==> src/rtl/inst_fetch_unit.sv <==
// Instruction fetch stage: owns the PC, fetches one word per instruction over
// a req/ack handshake, holds it for decode until the datapath finishes, then
// selects the next PC from jump/branch decode and the ALU zero flag.
module inst_fetch_unit #(
    parameter logic [31:0] RESET_PC = 32'h0000_0000
) (
    input  logic        clk,
    input  logic        rst_n,
    output logic        imem_req,
    output logic [31:0] imem_addr,
    input  logic        imem_ack,
    input  logic [31:0] imem_rdata,
    input  logic        ex_done,
    input  logic        Branch_eq,
    input  logic        Branch_ne,
    input  logic        Jump,
    input  logic        zero,
    output logic [31:0] inst,
    output logic [5:0]  op,
    output logic [5:0]  func,
    output logic        inst_valid,
    output logic [31:0] pc,
    output logic [31:0] pc_plus4,
    output logic [31:0] inst_count
);

    typedef enum logic [1:0] {
        IDLE,
        REQ,
        HOLD
    } state_t;

    state_t      state, state_n;
    logic [31:0] pc_n, inst_n, count_n;
    logic        valid_n, req_n;

    logic [31:0] branch_off, branch_target, jump_target, next_pc;
    logic        take_branch;

    // Decode fields and the address bus are pure wiring off registered state.
    assign op        = inst[31:26];
    assign func      = inst[5:0];
    assign imem_addr = pc;
    assign pc_plus4  = pc + 32'd4;

    // Next-PC selection: jump beats branch; with both branch flags set one of
    // the two conditions is always true, so the branch is taken.
    always_comb begin
        branch_off    = {{14{inst[15]}}, inst[15:0], 2'b00};
        branch_target = pc_plus4 + branch_off;
        jump_target   = {pc_plus4[31:28], inst[25:0], 2'b00};
        take_branch   = (Branch_eq & zero) | (Branch_ne & ~zero);
        if (Jump)
            next_pc = jump_target;
        else if (take_branch)
            next_pc = branch_target;
        else
            next_pc = pc_plus4;
    end

    // State register plus all registered outputs; reset abandons any fetch.
    // NOTE: sequential state uses non-blocking (<=) so every flop samples the
    // pre-edge values of its peers, regardless of statement order.
    always_ff @(posedge clk or negedge rst_n) begin
        if (!rst_n) begin
            state      <= IDLE;
            pc         <= RESET_PC;
            inst       <= '0;
            inst_valid <= 1'b0;
            imem_req   <= 1'b0;
            inst_count <= '0;
        end else begin
            state      <= state_n;
            pc         <= pc_n;
            inst       <= inst_n;
            inst_valid <= valid_n;
            imem_req   <= req_n;
            inst_count <= count_n;
        end
    end

    // Next-state and next-output logic; inputs outside their state are ignored.
    always_comb begin
        // NOTE: every output gets a default first so no path leaves a value
        // unassigned, which would otherwise infer a latch.
        state_n = state;
        pc_n    = pc;
        inst_n  = inst;
        valid_n = inst_valid;
        req_n   = imem_req;
        count_n = inst_count;
        case (state)
            IDLE: begin
                state_n = REQ;
                req_n   = 1'b1;
            end
            REQ: begin
                if (imem_ack) begin
                    inst_n  = imem_rdata;
                    valid_n = 1'b1;
                    req_n   = 1'b0;
                    state_n = HOLD;
                end
            end
            HOLD: begin
                if (ex_done) begin
                    pc_n    = next_pc;
                    valid_n = 1'b0;
                    req_n   = 1'b1;
                    count_n = inst_count + 32'd1;
                    state_n = REQ;
                end
            end
            default: begin
                state_n = IDLE;
                valid_n = 1'b0;
                req_n   = 1'b0;
            end
        endcase
    end

endmodule

==> config.mk <==
export PLATFORM = sky130hd
export DESIGN_NAME = inst_fetch_unit
export DESIGN_NICKNAME = d
export VERILOG_FILES = /design/src/rtl/inst_fetch_unit.sv
export SDC_FILE = /design/constraint.sdc
export NUM_CORES = 1
export LEC_CHECK = 0
export BUFFER_PORTS_ARGS = -buffer_cell sky130_fd_sc_hd__buf_2
export CAP_MARGIN = 20
export CORE_MARGIN = 4
export CORE_UTILIZATION = 58
export CTS_BUF_LIST = sky130_fd_sc_hd__clkbuf_8
export CTS_CLUSTER_DIAMETER = 120
export DETAILED_ROUTE_END_ITERATION = 8
export PLACE_DENSITY = 0.95
export SLEW_MARGIN = 20
export SYNTH_ARGS = -nofsm -noshare
export SYNTH_HDL_FRONTEND = slang
export SYNTH_SLANG_ARGS = --single-unit
==> constraint.sdc <==
create_clock -name clk -period 9.16 [get_ports clk]
set_clock_uncertainty 0.2 [all_clocks]
set_input_delay 0.458 -clock clk [delete_from_list [all_inputs] [get_ports clk]]
set_output_delay 0.458 -clock clk [all_outputs]
set_load 0.02 [all_outputs]
Yosys cells after proc, flatten, opt, wreduce, memory -nomap -nowiden
Index checks and enable logic that the tools add are counted.

$add $sub $neg: 3. Equal/unequal tests: 4. Multiplexer cells: 11. Bitwise operators: 5. Reduce and logical (&&, ||, !) cells: 5.

Operator list (count): $mux 32 (2); $add 32x1->32 const B (1); $add 32x3->32 const B (1); $add 32x32->32 (1); $pmux 1 s3 (2); $pmux 2 s3 (1); $reduce_and 2->1 (3); $mux 1 (4); $mux 2 (2); $ne 2x2->1 const B (2); $reduce_and 3->1 (1); $and 1x1->1 (2); $eq 2x1->1 const B (1); $eq 2x2->1 const B (1); $logic_not 2->1 (1); $not 1->1 (2); $or 1x1->1 (1).

Flip-flop bits (word level): 100. Input port bits: 40. Output and inout port bits: 174. Logic and storage cells: 34.

Depth between registers and ports, before layout
Gate-level depths: netlist of the first run.

Word-level depth: 5. Gate-level depth with buffers: 16. Mapped depth without buffers: 15.

Least setup slack after synthesis of the first run
Ideal clock, no wire load.

Path kind: flip-flop to flip-flop. Start: register pc[2], in the netlist imem_addr[2]. End: register pc[25], in the netlist imem_addr[25]. Data arrival time: 3.707 ns. Data required time: 8.877 ns. Setup slack: 5.170 ns. Stages on the path, launching flop included: 16. Buffers on the path: 1. Period minus slack after synthesis: 3.990 ns. Cells stage by stage: dfrtp_1 -> ha_1 -> and4_2 -> and2b_1 -> nand4_1 -> xnor2_1 -> ha_1 -> clkbuf_1 -> and3_1 -> a31o_2 -> o2bb2ai_1 -> nand2_1 -> a221oi_2 -> xor2_1 -> o211a_1 -> o21ai_0.

Word-level cells in the longest chain between the ends: 4.

RTL lines: start, declared (line 22) `output logic [31:0] pc,`; start signal, assigned (line 74) `pc <= pc_n;`; $add 32x3->32 (line 44) `assign pc_plus4 = pc + 32'd4;`; named net pc_plus4[14] (line 23) `output logic [31:0] pc_plus4,`; $add 32x32->32 (line 50) `branch_target = pc_plus4 + branch_off;`; $mux 32 (line 55) `else if (take_branch)`; $mux 32 (line 53) `if (Jump)`.

The timed path passes the listed nets, and every way through them passes these cells. A chain may end at the register's enable or synchronous reset.

Worst setup path in the final report of the first run
Start: register pc[2], in the netlist imem_addr[2]. End: register pc[24], in the netlist imem_addr[24].

Word-level cells in the longest chain between the ends: 4.

RTL lines (line): $add 32x3->32 (*) (44); $add 32x32->32 (50); $mux 32 (*) (55); $mux 32 (*) (53).

Mark *: on every way between the ends. The rest lies on a longest branch, timed or not.

==> insert_results.sql, run 1 <==
INSERT INTO impl_metrics (metric_group, metric, value, unit) VALUES
('power', 'p_clk_share', '8.7', '%'),
('timing', 'layout_worst_path_cycle_share', '44.8', '%'),
('drt', 'detail_route.wirelength', '19100', 'µm'),
('synth', 'syn-instance-count', '755', ''),
('cts', 'cts_repair_resize_count', '0', ''),
('timing', 'post-route-min-period', '4.10', 'ns'),
('drt', 'routedWlPerCell', '18.1', 'µm'),
('drt', 'drtPass1Iterations', '5', ''),
('synth', 'synth-seq-cells', '97', ''),
('placed_design', 'place_area', '7730', 'µm²'),
('synth', 'ys_types', '77', ''),
('global_route', 'grt_max_degree', '59', ''),
('power', 'cellInternalPower', '1.56', 'mW'),
('timing', 'finalSetupViolations', '0', ''),
('timing', 'slew-limit-headroom', '31.5', '%'),
('cts', 'numClockSinks', '97', ''),
('power', 'power.combinational.fraction', '67.6', '%'),
('timing', 'tightestPinTransition', '1.03', 'ns'),
('power', 'vdd_ir_drop_max', '0.259', 'mV'),
('cts', 'htree_num_levels', '3', ''),
('synth', 'dominantRegCellSynth', 'sky130_fd_sc_hd__dfrtp_1', ''),
('drt', 'first_iter_violations', '477', ''),
('drt', 'via_count', '6366', ''),
('timing', 'timing.fmax', '244', 'MHz'),
('timing', 'maxSlewViolCount', '0', ''),
('synth', 'synth_edf_count', '0', ''),
('die', 'die_y', '117', 'µm'),
('final_layout', 'nets', '985', ''),
('critical_path', 'cp_data_required_time', '9.26', 'ns'),
('run_status', 'run_status', 'finished, final reports clean', ''),
('placed_design', 'globalplace.congestion', '0.952', ''),
('cts', 'cts_hold_buf', '1', ''),
('final_layout', 'final.fill_count', '938', ''),
('synth', 'synthesis.area', '6950', 'µm²'),
('final_layout', 'fin_area', '7950', 'µm²'),
('die', 'dieArea', '13800', 'µm²'),
('global_route', 'grt.overflow.total', '0', ''),
('power', 'leakage', '3.99', 'nW'),
('power', 'power.share.switching', '53.4', '%'),
('cts', 'tritoncts_clock_tree', 'yes', ''),
('power', 'power-per-cell-area', '423', 'nW/µm²'),
('timing', 'rsz0062_at_grt', 'false', ''),
('global_route', 'grt_first_pass_wirelength', '30500', 'µm'),
('die', 'io_pins', '214', ''),
('drt', 'via_per_inst', '6.03', ''),
('cts', 'worstSkewPairLatency', '0.40', 'ns'),
('final_layout', 'highest_count_cells_in_the_layout_ignoring_fill_and_taps', 'sky130_fd_sc_hd__buf_2, sky130_fd_sc_hd__dfrtp_1, sky130_fd_sc_hd__nand2_1', ''),
('die', 'num_rows', '39', ''),
('power', 'net_switching_power', '1.79', 'mW'),
('synth', 'proportion_of_synthesized_flip_flops_having_asynchronous_set_or_reset', '100', '%'),
('worst_hold_path', 'hold_class', 'input port to flip-flop', ''),
('global_route', 'antenna_violations_before_repair', '0', ''),
('die', 'initial_utilization', '60.1', '%'),
('power', 'sequentialPowerShare', '23.7', '%'),
('synth', 'synth_seq_area_share', '34.9', '%'),
('final_layout', 'syn_to_final_growth', '14.3', '%'),
('global_route', 'via_count_of_the_first_global_routing_pass', '6013', ''),
('critical_path', 'crit_path_start_kind', 'flip-flop', ''),
('synth', 'postSynthAreaPerCell', '9.21', 'µm²'),
('critical_path', 'timing_worst_setup_path_type', 'flip-flop to flip-flop', ''),
('cts', 'cts_buffers', '9', ''),
('drt', 'detail-route-antenna-nets', '0', ''),
('drt', 'drcViolationCount', '0', ''),
('timing', 'hold_violations', '0', ''),
('synth', 'synth_warnings', '0', ''),
('timing', 'setup_total_negative_slack', '0', 'ns'),
('final_layout', 'layout_commonest_cell', 'sky130_fd_sc_hd__buf_2', ''),
('cts', 'library_cell_used_as_clock_root_buffer', 'sky130_fd_sc_hd__clkbuf_8', ''),
('final_layout', 'post_route_cells_drive_above_1_share', '30.9', '%'),
('cts', 'cts_setup_buffers', '0', ''),
('placed_design', 'place.port_buffers', '207', ''),
('critical_path', 'maximum_fanout_encountered_on_the_critical_timing_path', '8', ''),
('cts', 'cts_buffer_depth', '2', ''),
('final_layout', 'antenna_cells', '0', ''),
('die', 'floorplan.die.width', '117', 'µm'),
('flow_run', 'max_cap_violations', '0', ''),
('critical_path', 'timing.critical_path.arrival', '4.20', 'ns'),
('critical_path', 'critPathCaptureType', 'flip-flop', ''),
('die', 'core_area', '11600', 'µm²'),
('global_route', 'groute.usage.overall', '26.9', '%'),
('placed_design', 'detailed_place_hpwl', '14200', 'µm'),
('cts', 'worst_setup_hold_path_clk_slew', '0.10', 'ns');
## worst max-delay path: stages (launching register included)
cell                       delay [ns]
sky130_fd_sc_hd__dfrtp_1         0.47
sky130_fd_sc_hd__ha_1            0.25
sky130_fd_sc_hd__and4_2          0.34
sky130_fd_sc_hd__and2b_1         0.24
sky130_fd_sc_hd__nand4_1         0.14
sky130_fd_sc_hd__xnor2_1         0.21
sky130_fd_sc_hd__ha_1            0.45
sky130_fd_sc_hd__nand4_1         0.13
sky130_fd_sc_hd__a21oi_1         0.17
sky130_fd_sc_hd__a32oi_1         0.14
sky130_fd_sc_hd__nand2b_1        0.15
sky130_fd_sc_hd__a21oi_2         0.09
sky130_fd_sc_hd__nor4_1          0.43
sky130_fd_sc_hd__mux2_2          0.39
sky130_fd_sc_hd__o31ai_1         0.21
## power groups by stage
| stage | registers [mW] | logic (mW) | clock network (mW) |
|---|---|---|---|
| 4_1_cts | 0.790 | 2.25 | 0.299 |
| 3_5_place_dp | 0.798 | 2.23 | 0 |
| 2_1_floorplan | 0.928 | 1.57 | 0 |
| 3_3_place_gp | 0.783 | 2.20 | 0 |
| 5_1_grt | 0.824 | 2.45 | 0.313 |
| 6_report | 0.794 | 2.27 | 0.293 |
## layout make-up
type / instances / area [µm²] / area share, %
multi-input combinational: 578 / 4030 / 50.7
sequential: 97 / 2430 / 30.6
timing repair buffer: 212 / 1080 / 13.6
tap: 143 / 179 / 2.25
clock buffer: 9 / 124 / 1.56
clock inverter: 7 / 77.6 / 0.976
inverter: 9 / 33.8 / 0.425
## logic make-up (layout without fill, tap and decap cells)
| family | count (synthesis) | count (layout) | share of synthesized area [%] |
|---|---|---|---|
| buffers and inverters | 85 | 237 | 7.52 |
| flip-flops | 97 | 97 | 34.9 |
| other | 1 | 6 | 0.0539 |
| XOR/XNOR | 81 | 81 | 10.4 |
| AND/OR/NAND/NOR | 247 | 247 | 18.0 |
| AO/OA/AOI/OAI | 171 | 171 | 16.4 |
| adder cells (fa/ha/maj) | 38 | 38 | 6.95 |
| multiplexers | 35 | 35 | 5.65 |
## synthesized netlist by cell type, types with 10 or more instances
master | count | area share (%)
sky130_fd_sc_hd__and3_1 | 20 | 1.8
sky130_fd_sc_hd__mux2_2 | 34 | 5.5
sky130_fd_sc_hd__nand3_1 | 30 | 2.2
sky130_fd_sc_hd__o31ai_1 | 11 | 1.2
sky130_fd_sc_hd__nor2_1 | 46 | 2.5
sky130_fd_sc_hd__buf_4 | 48 | 5.2
sky130_fd_sc_hd__dfrtp_1 | 97 | 35
sky130_fd_sc_hd__nand4_1 | 12 | 1.1
sky130_fd_sc_hd__nor3_1 | 10 | 0.72
sky130_fd_sc_hd__a211oi_1 | 17 | 1.8
sky130_fd_sc_hd__o21ai_0 | 41 | 3.0
sky130_fd_sc_hd__clkbuf_1 | 20 | 1.1
sky130_fd_sc_hd__nand2_1 | 90 | 4.9
sky130_fd_sc_hd__ha_1 | 37 | 6.7
sky130_fd_sc_hd__a31oi_1 | 10 | 0.90
sky130_fd_sc_hd__xor2_1 | 26 | 3.3
sky130_fd_sc_hd__a21oi_1 | 35 | 2.5
sky130_fd_sc_hd__xnor2_1 | 53 | 6.7
sky130_fd_sc_hd__a21o_1 | 14 | 1.5
## state kept, by name, summed over array words and instances, names as in the netlist
name	flops
inst	32
inst_valid	1
state	2
inst_count	32
imem_addr	30
## worst paths after layout
| kind | depth (start not counted) | start | slack, ns | end |
|---|---|---|---|---|
| hold reg to reg | 1 | inst_count[12]$_DFFE_PN0P_ | 0.29 | inst_count[12]$_DFFE_PN0P_ |
| hold / removal | 2 | imem_ack | 0.08 | state[0]$_DFFE_PN0P_ |
| setup / recovery | 14 | imem_addr[2]$_DFFE_PN0P_ | 5.06 | imem_addr[24]$_DFFE_PN0P_ |
| min in group asynchronous | 2 | rst_n | 0.39 | inst[16]$_DFFE_PN0P_ |
| setup reg to reg | 14 | imem_addr[2]$_DFFE_PN0P_ | 5.06 | imem_addr[24]$_DFFE_PN0P_ |
| max in group asynchronous | 3 | rst_n | 7.27 | inst_count[2]$_DFFE_PN0P_ |
## routing by layer
layer / share of wire, % / track usage (%)
met1: 43 / 35.7
met2: 48 / 44.1
met3: 7.4 / 4.28
met4: 2.3 / 10.7
met5: 0 / 0
## per-stage QoR
step / setup WS, ns / power, mW / hold slack (ns) / std cells / utilization, %
detailed placement: 5.13 / 3.02 / 0.271 / 1038 / 66.9
global placement: 5.31 / 2.99 / 0.257 / 1038 / 66.9
finish: 5.06 / 3.36 / 0.0803 / 1055 / 68.7
global route: 4.87 / 3.59 / 0.0765 / 1055 / 68.7
floorplan: 5.17 / 2.50 / -0.0376 / 760 / -
CTS: 5.11 / 3.34 / 0.0668 / 1055 / 68.7
Power figures use the tool's default switching activity.
==> run 2, diff against run 1 <==
- CORE_UTILIZATION: 58 -> 54
- PLACE_DENSITY: 0.95 -> 0.92
- clock period: 9.16 -> 4 ns (I/O delays scaled with it)
==> run 2 against run 1 <==
Sequential share of layout area is 2.1 points lower; combinational power up 140%; maximum frequency is 5.7% higher; flip-flop and latch count is the same; critical path depth is the same; critical endpoint is now imem_addr[28]$_DFFE_PN0P_.
==> insert_results.sql, run 2 (synthesized netlist as in run 1, its figures left out) <==
INSERT INTO impl_metrics (metric_group, metric, value, unit) VALUES
('die', 'floorplan.die.width', '121', 'µm'),
('critical_path', 'crit_path_start_kind', 'flip-flop', ''),
('power', 'power.combinational.fraction', '68.9', '%'),
('timing', 'timing.fmax', '258', 'MHz'),
('critical_path', 'crit_buf_inv', '0', ''),
('cts', 'worstSkewPairLatency', '0.40', 'ns'),
('final_layout', 'nets', '1036', ''),
('drt', 'via_count', '6668', ''),
('cts', 'worst_setup_hold_path_clk_slew', '0.10', 'ns'),
('final_layout', 'final.fill_count', '999', ''),
('drt', 'drtPass1Iterations', '5', ''),
('timing', 'rsz0062_at_grt', 'false', ''),
('critical_path', 'crit_path_max_incr_delay', '0.51', 'ns'),
('cts', 'numClockSinks', '97', ''),
('timing', 'finalSetupViolations', '0', ''),
('drt', 'drcViolationCount', '0', ''),
('timing', 'post-route-min-period', '3.88', 'ns'),
('power', 'net_switching_power', '4.22', 'mW'),
('drt', 'first_iter_violations', '533', ''),
('critical_path', 'maximum_fanout_encountered_on_the_critical_timing_path', '8', ''),
('drt', 'detail-route-antenna-nets', '0', ''),
('timing', 'setup_total_negative_slack', '0', 'ns'),
('drt', 'detail_route.wirelength', '21000', 'µm'),
('timing', 'maxSlewViolCount', '0', ''),
('final_layout', 'post_route_cells_drive_above_1_share', '32.8', '%'),
('power', 'sequentialPowerShare', '23.0', '%'),
('placed_design', 'detailed_place_hpwl', '15000', 'µm'),
('die', 'dieArea', '14800', 'µm²'),
('power', 'p_clk_share', '8.1', '%'),
('cts', 'htree_num_levels', '3', ''),
('cts', 'library_cell_used_as_clock_root_buffer', 'sky130_fd_sc_hd__clkbuf_8', ''),
('critical_path', 'timing.critical_path.arrival', '3.98', 'ns'),
('global_route', 'via_count_of_the_first_global_routing_pass', '6552', ''),
('drt', 'routedWlPerCell', '18.5', 'µm'),
('drt', 'via_per_inst', '5.87', ''),
('power', 'power-per-cell-area', '926', 'nW/µm²'),
('critical_path', 'crit_path_cell_trace', 'ha_1 -> and4_2 -> and2b_1 -> nand4_1 -> xnor2_1 -> ha_2 -> nand4_1 -> a21oi_1 -> a32oi_1 -> nand2b_1 -> a31oi_1 -> o31ai_1 -> o21ai_0 -> a21o_1', ''),
('die', 'initial_utilization', '55.1', '%'),
('timing', 'hold_violations', '0', ''),
('worst_hold_path', 'hold_class', 'input port to asynchronous set/reset pin', ''),
('placed_design', 'place.port_buffers', '207', ''),
('flow_run', 'max_cap_violations', '0', ''),
('critical_path', 'cpMostUsedCell', 'sky130_fd_sc_hd__nand4_1', ''),
('power', 'cellInternalPower', '3.68', 'mW'),
('critical_path', 'ff2ff_path_depth', '14', ''),
('final_layout', 'postLayoutCoreUtil', '67.6', '%'),
('die', 'core_area', '12600', 'µm²'),
('power', 'vdd_ir_drop_max', '0.665', 'mV'),
('global_route', 'antenna_violations_before_repair', '0', ''),
('critical_path', 'cp_data_required_time', '4.10', 'ns'),
('critical_path', 'cpLargestDelayFamily', 'compound AO/OA/AOI/OAI gates', ''),
('cts', 'cts_buffers', '9', ''),
('placed_design', 'globalplace.congestion', '0.920', ''),
('timing', 'tightestPinTransition', '0.668', 'ns'),
('final_layout', 'syn_to_final_growth', '22.8', '%'),
('timing', 'layout_worst_path_cycle_share', '97.0', '%'),
('cts', 'tritoncts_clock_tree', 'yes', ''),
('final_layout', 'highest_count_cells_in_the_layout_ignoring_fill_and_taps', 'sky130_fd_sc_hd__buf_2, sky130_fd_sc_hd__dfrtp_1, sky130_fd_sc_hd__nand2_1', ''),
('run_status', 'run_status', 'finished, final reports clean', ''),
('die', 'num_rows', '41', ''),
('critical_path', 'standard_cell_with_the_maximum_stage_delay_on_the_critical_path', 'sky130_fd_sc_hd__o31ai_1', ''),
('cts', 'cts_buffer_depth', '2', ''),
('power', 'power.share.switching', '53.4', '%'),
('global_route', 'grt_max_degree', '43', ''),
('critical_path', 'crit_cells', '14', ''),
('global_route', 'grt_first_pass_wirelength', '33100', 'µm'),
('critical_path', 'timing_worst_setup_path_type', 'flip-flop to flip-flop', ''),
('global_route', 'grt.overflow.total', '0', ''),
('power', 'leakage', '4.24', 'nW'),
('die', 'die_y', '121', 'µm'),
('die', 'io_pins', '214', ''),
('final_layout', 'antenna_cells', '0', ''),
('global_route', 'groute.usage.overall', '28.3', '%'),
('timing', 'slew-limit-headroom', '55.3', '%'),
('final_layout', 'layout_commonest_cell', 'sky130_fd_sc_hd__buf_2', ''),
('critical_path', 'critPathCaptureType', 'flip-flop', '');
run 2: cell count changes in the layout (fill, tap and decap cells not counted), moves of 3 or more:
cell and change:
sky130_fd_sc_hd__buf_4 +15, sky130_fd_sc_hd__ha_2 +4, sky130_fd_sc_hd__xnor2_2 +3, sky130_fd_sc_hd__ha_1 -5, sky130_fd_sc_hd__xnor2_1 -3, sky130_fd_sc_hd__dlygate4sd3_1 +35
run 2: through the flow:
| step | cells | total power, mW | worst slack, ns | hold WS [ns] | cell area (µm²) |
|---|---|---|---|---|---|
| 2_1_floorplan | 760 | 5.73 | 0.00997 | -0.296 | 6970 |
| 3_3_place_gp | 1077 | 6.94 | 0.00412 | -0.115 | 7850 |
| 3_5_place_dp | 1077 | 7.00 | 0.0595 | -0.112 | 7850 |
| 4_1_cts | 1129 | 7.70 | 0.0289 | 0.00851 | 8390 |
| 5_1_grt | 1135 | 8.47 | 0.00390 | 0.0288 | 8540 |
| 6_report | 1135 | 7.90 | 0.121 | 0.0106 | 8540 |
run 2: worst register-to-register path, stage by stage, from the launching register on:
cell	delay, ns
sky130_fd_sc_hd__dfrtp_2	0.42
sky130_fd_sc_hd__ha_1	0.22
sky130_fd_sc_hd__and4_2	0.32
sky130_fd_sc_hd__and2b_1	0.19
sky130_fd_sc_hd__nand4_1	0.12
sky130_fd_sc_hd__xnor2_1	0.18
sky130_fd_sc_hd__ha_2	0.42
sky130_fd_sc_hd__nand4_1	0.12
sky130_fd_sc_hd__a21oi_1	0.24
sky130_fd_sc_hd__a32oi_1	0.16
sky130_fd_sc_hd__nand2b_1	0.16
sky130_fd_sc_hd__a31oi_1	0.17
sky130_fd_sc_hd__o31ai_1	0.51
sky130_fd_sc_hd__o21ai_0	0.18
sky130_fd_sc_hd__a21o_1	0.18
run 2: final timing paths:
path / endpoint / slack (ns) / startpoint
min: inst[18]$_DFFE_PN0P_ / 0.01 / rst_n
max: imem_addr[28]$_DFFE_PN0P_ / 0.12 / imem_addr[2]$_DFFE_PN0P_
min in group clk: imem_addr[19]$_DFFE_PN0P_ / 0.24 / Branch_eq
max reg2reg: imem_addr[28]$_DFFE_PN0P_ / 0.12 / imem_addr[2]$_DFFE_PN0P_
min reg2reg: inst_count[12]$_DFFE_PN0P_ / 0.29 / inst_count[12]$_DFFE_PN0P_
max in group asynchronous: inst_count[23]$_DFFE_PN0P_ / 2.78 / rst_n
run 2: layout make-up:
| class | count | area [µm²] | area share, % |
|---|---|---|---|
| multi-input cells | 578 | 4110 | 48.2 |
| repair buffers | 263 | 1560 | 18.2 |
| well taps | 172 | 215 | 2.52 |
| flip-flops and latches | 97 | 2430 | 28.5 |
| clock buffers | 11 | 151 | 1.77 |
| inverters | 9 | 33.8 | 0.396 |
| clock inverters | 5 | 36.3 | 0.425 |
run 2: per-layer routing:
| layer | global-route usage (%) | vias to the layer above | part of all wire, % |
|---|---|---|---|
| li1 | - | 3073 | - |
| met3 | 6.39 | 48 | 8.1 |
| met5 | 0 | - | 0 |
| met4 | 10.4 | 0 | 2.6 |
| met2 | 46.0 | 329 | 48 |
| met1 | 36.9 | 3218 | 41 |
run 2: power by group through the flow:
stage | Sequential, mW | Clock (mW) | Combinational, mW
after floorplan | 2.13 | 0 | 3.60
after global placement | 1.78 | 0 | 5.16
after detailed placement | 1.80 | 0 | 5.20
after CTS | 1.79 | 0.643 | 5.27
after global routing | 1.88 | 0.692 | 5.90
final | 1.82 | 0.641 | 5.44
run 2: repair_timing:
| action | CTS | global route |
|---|---|---|
| hold buffers | 36 | 0 |
| endpoints found under the hold margin | 132 | 0 |
| setup buffers | 0 | 5 |
| gates resized for setup | 0 | 20 |
| setup endpoints to repair | 0 | 14 |
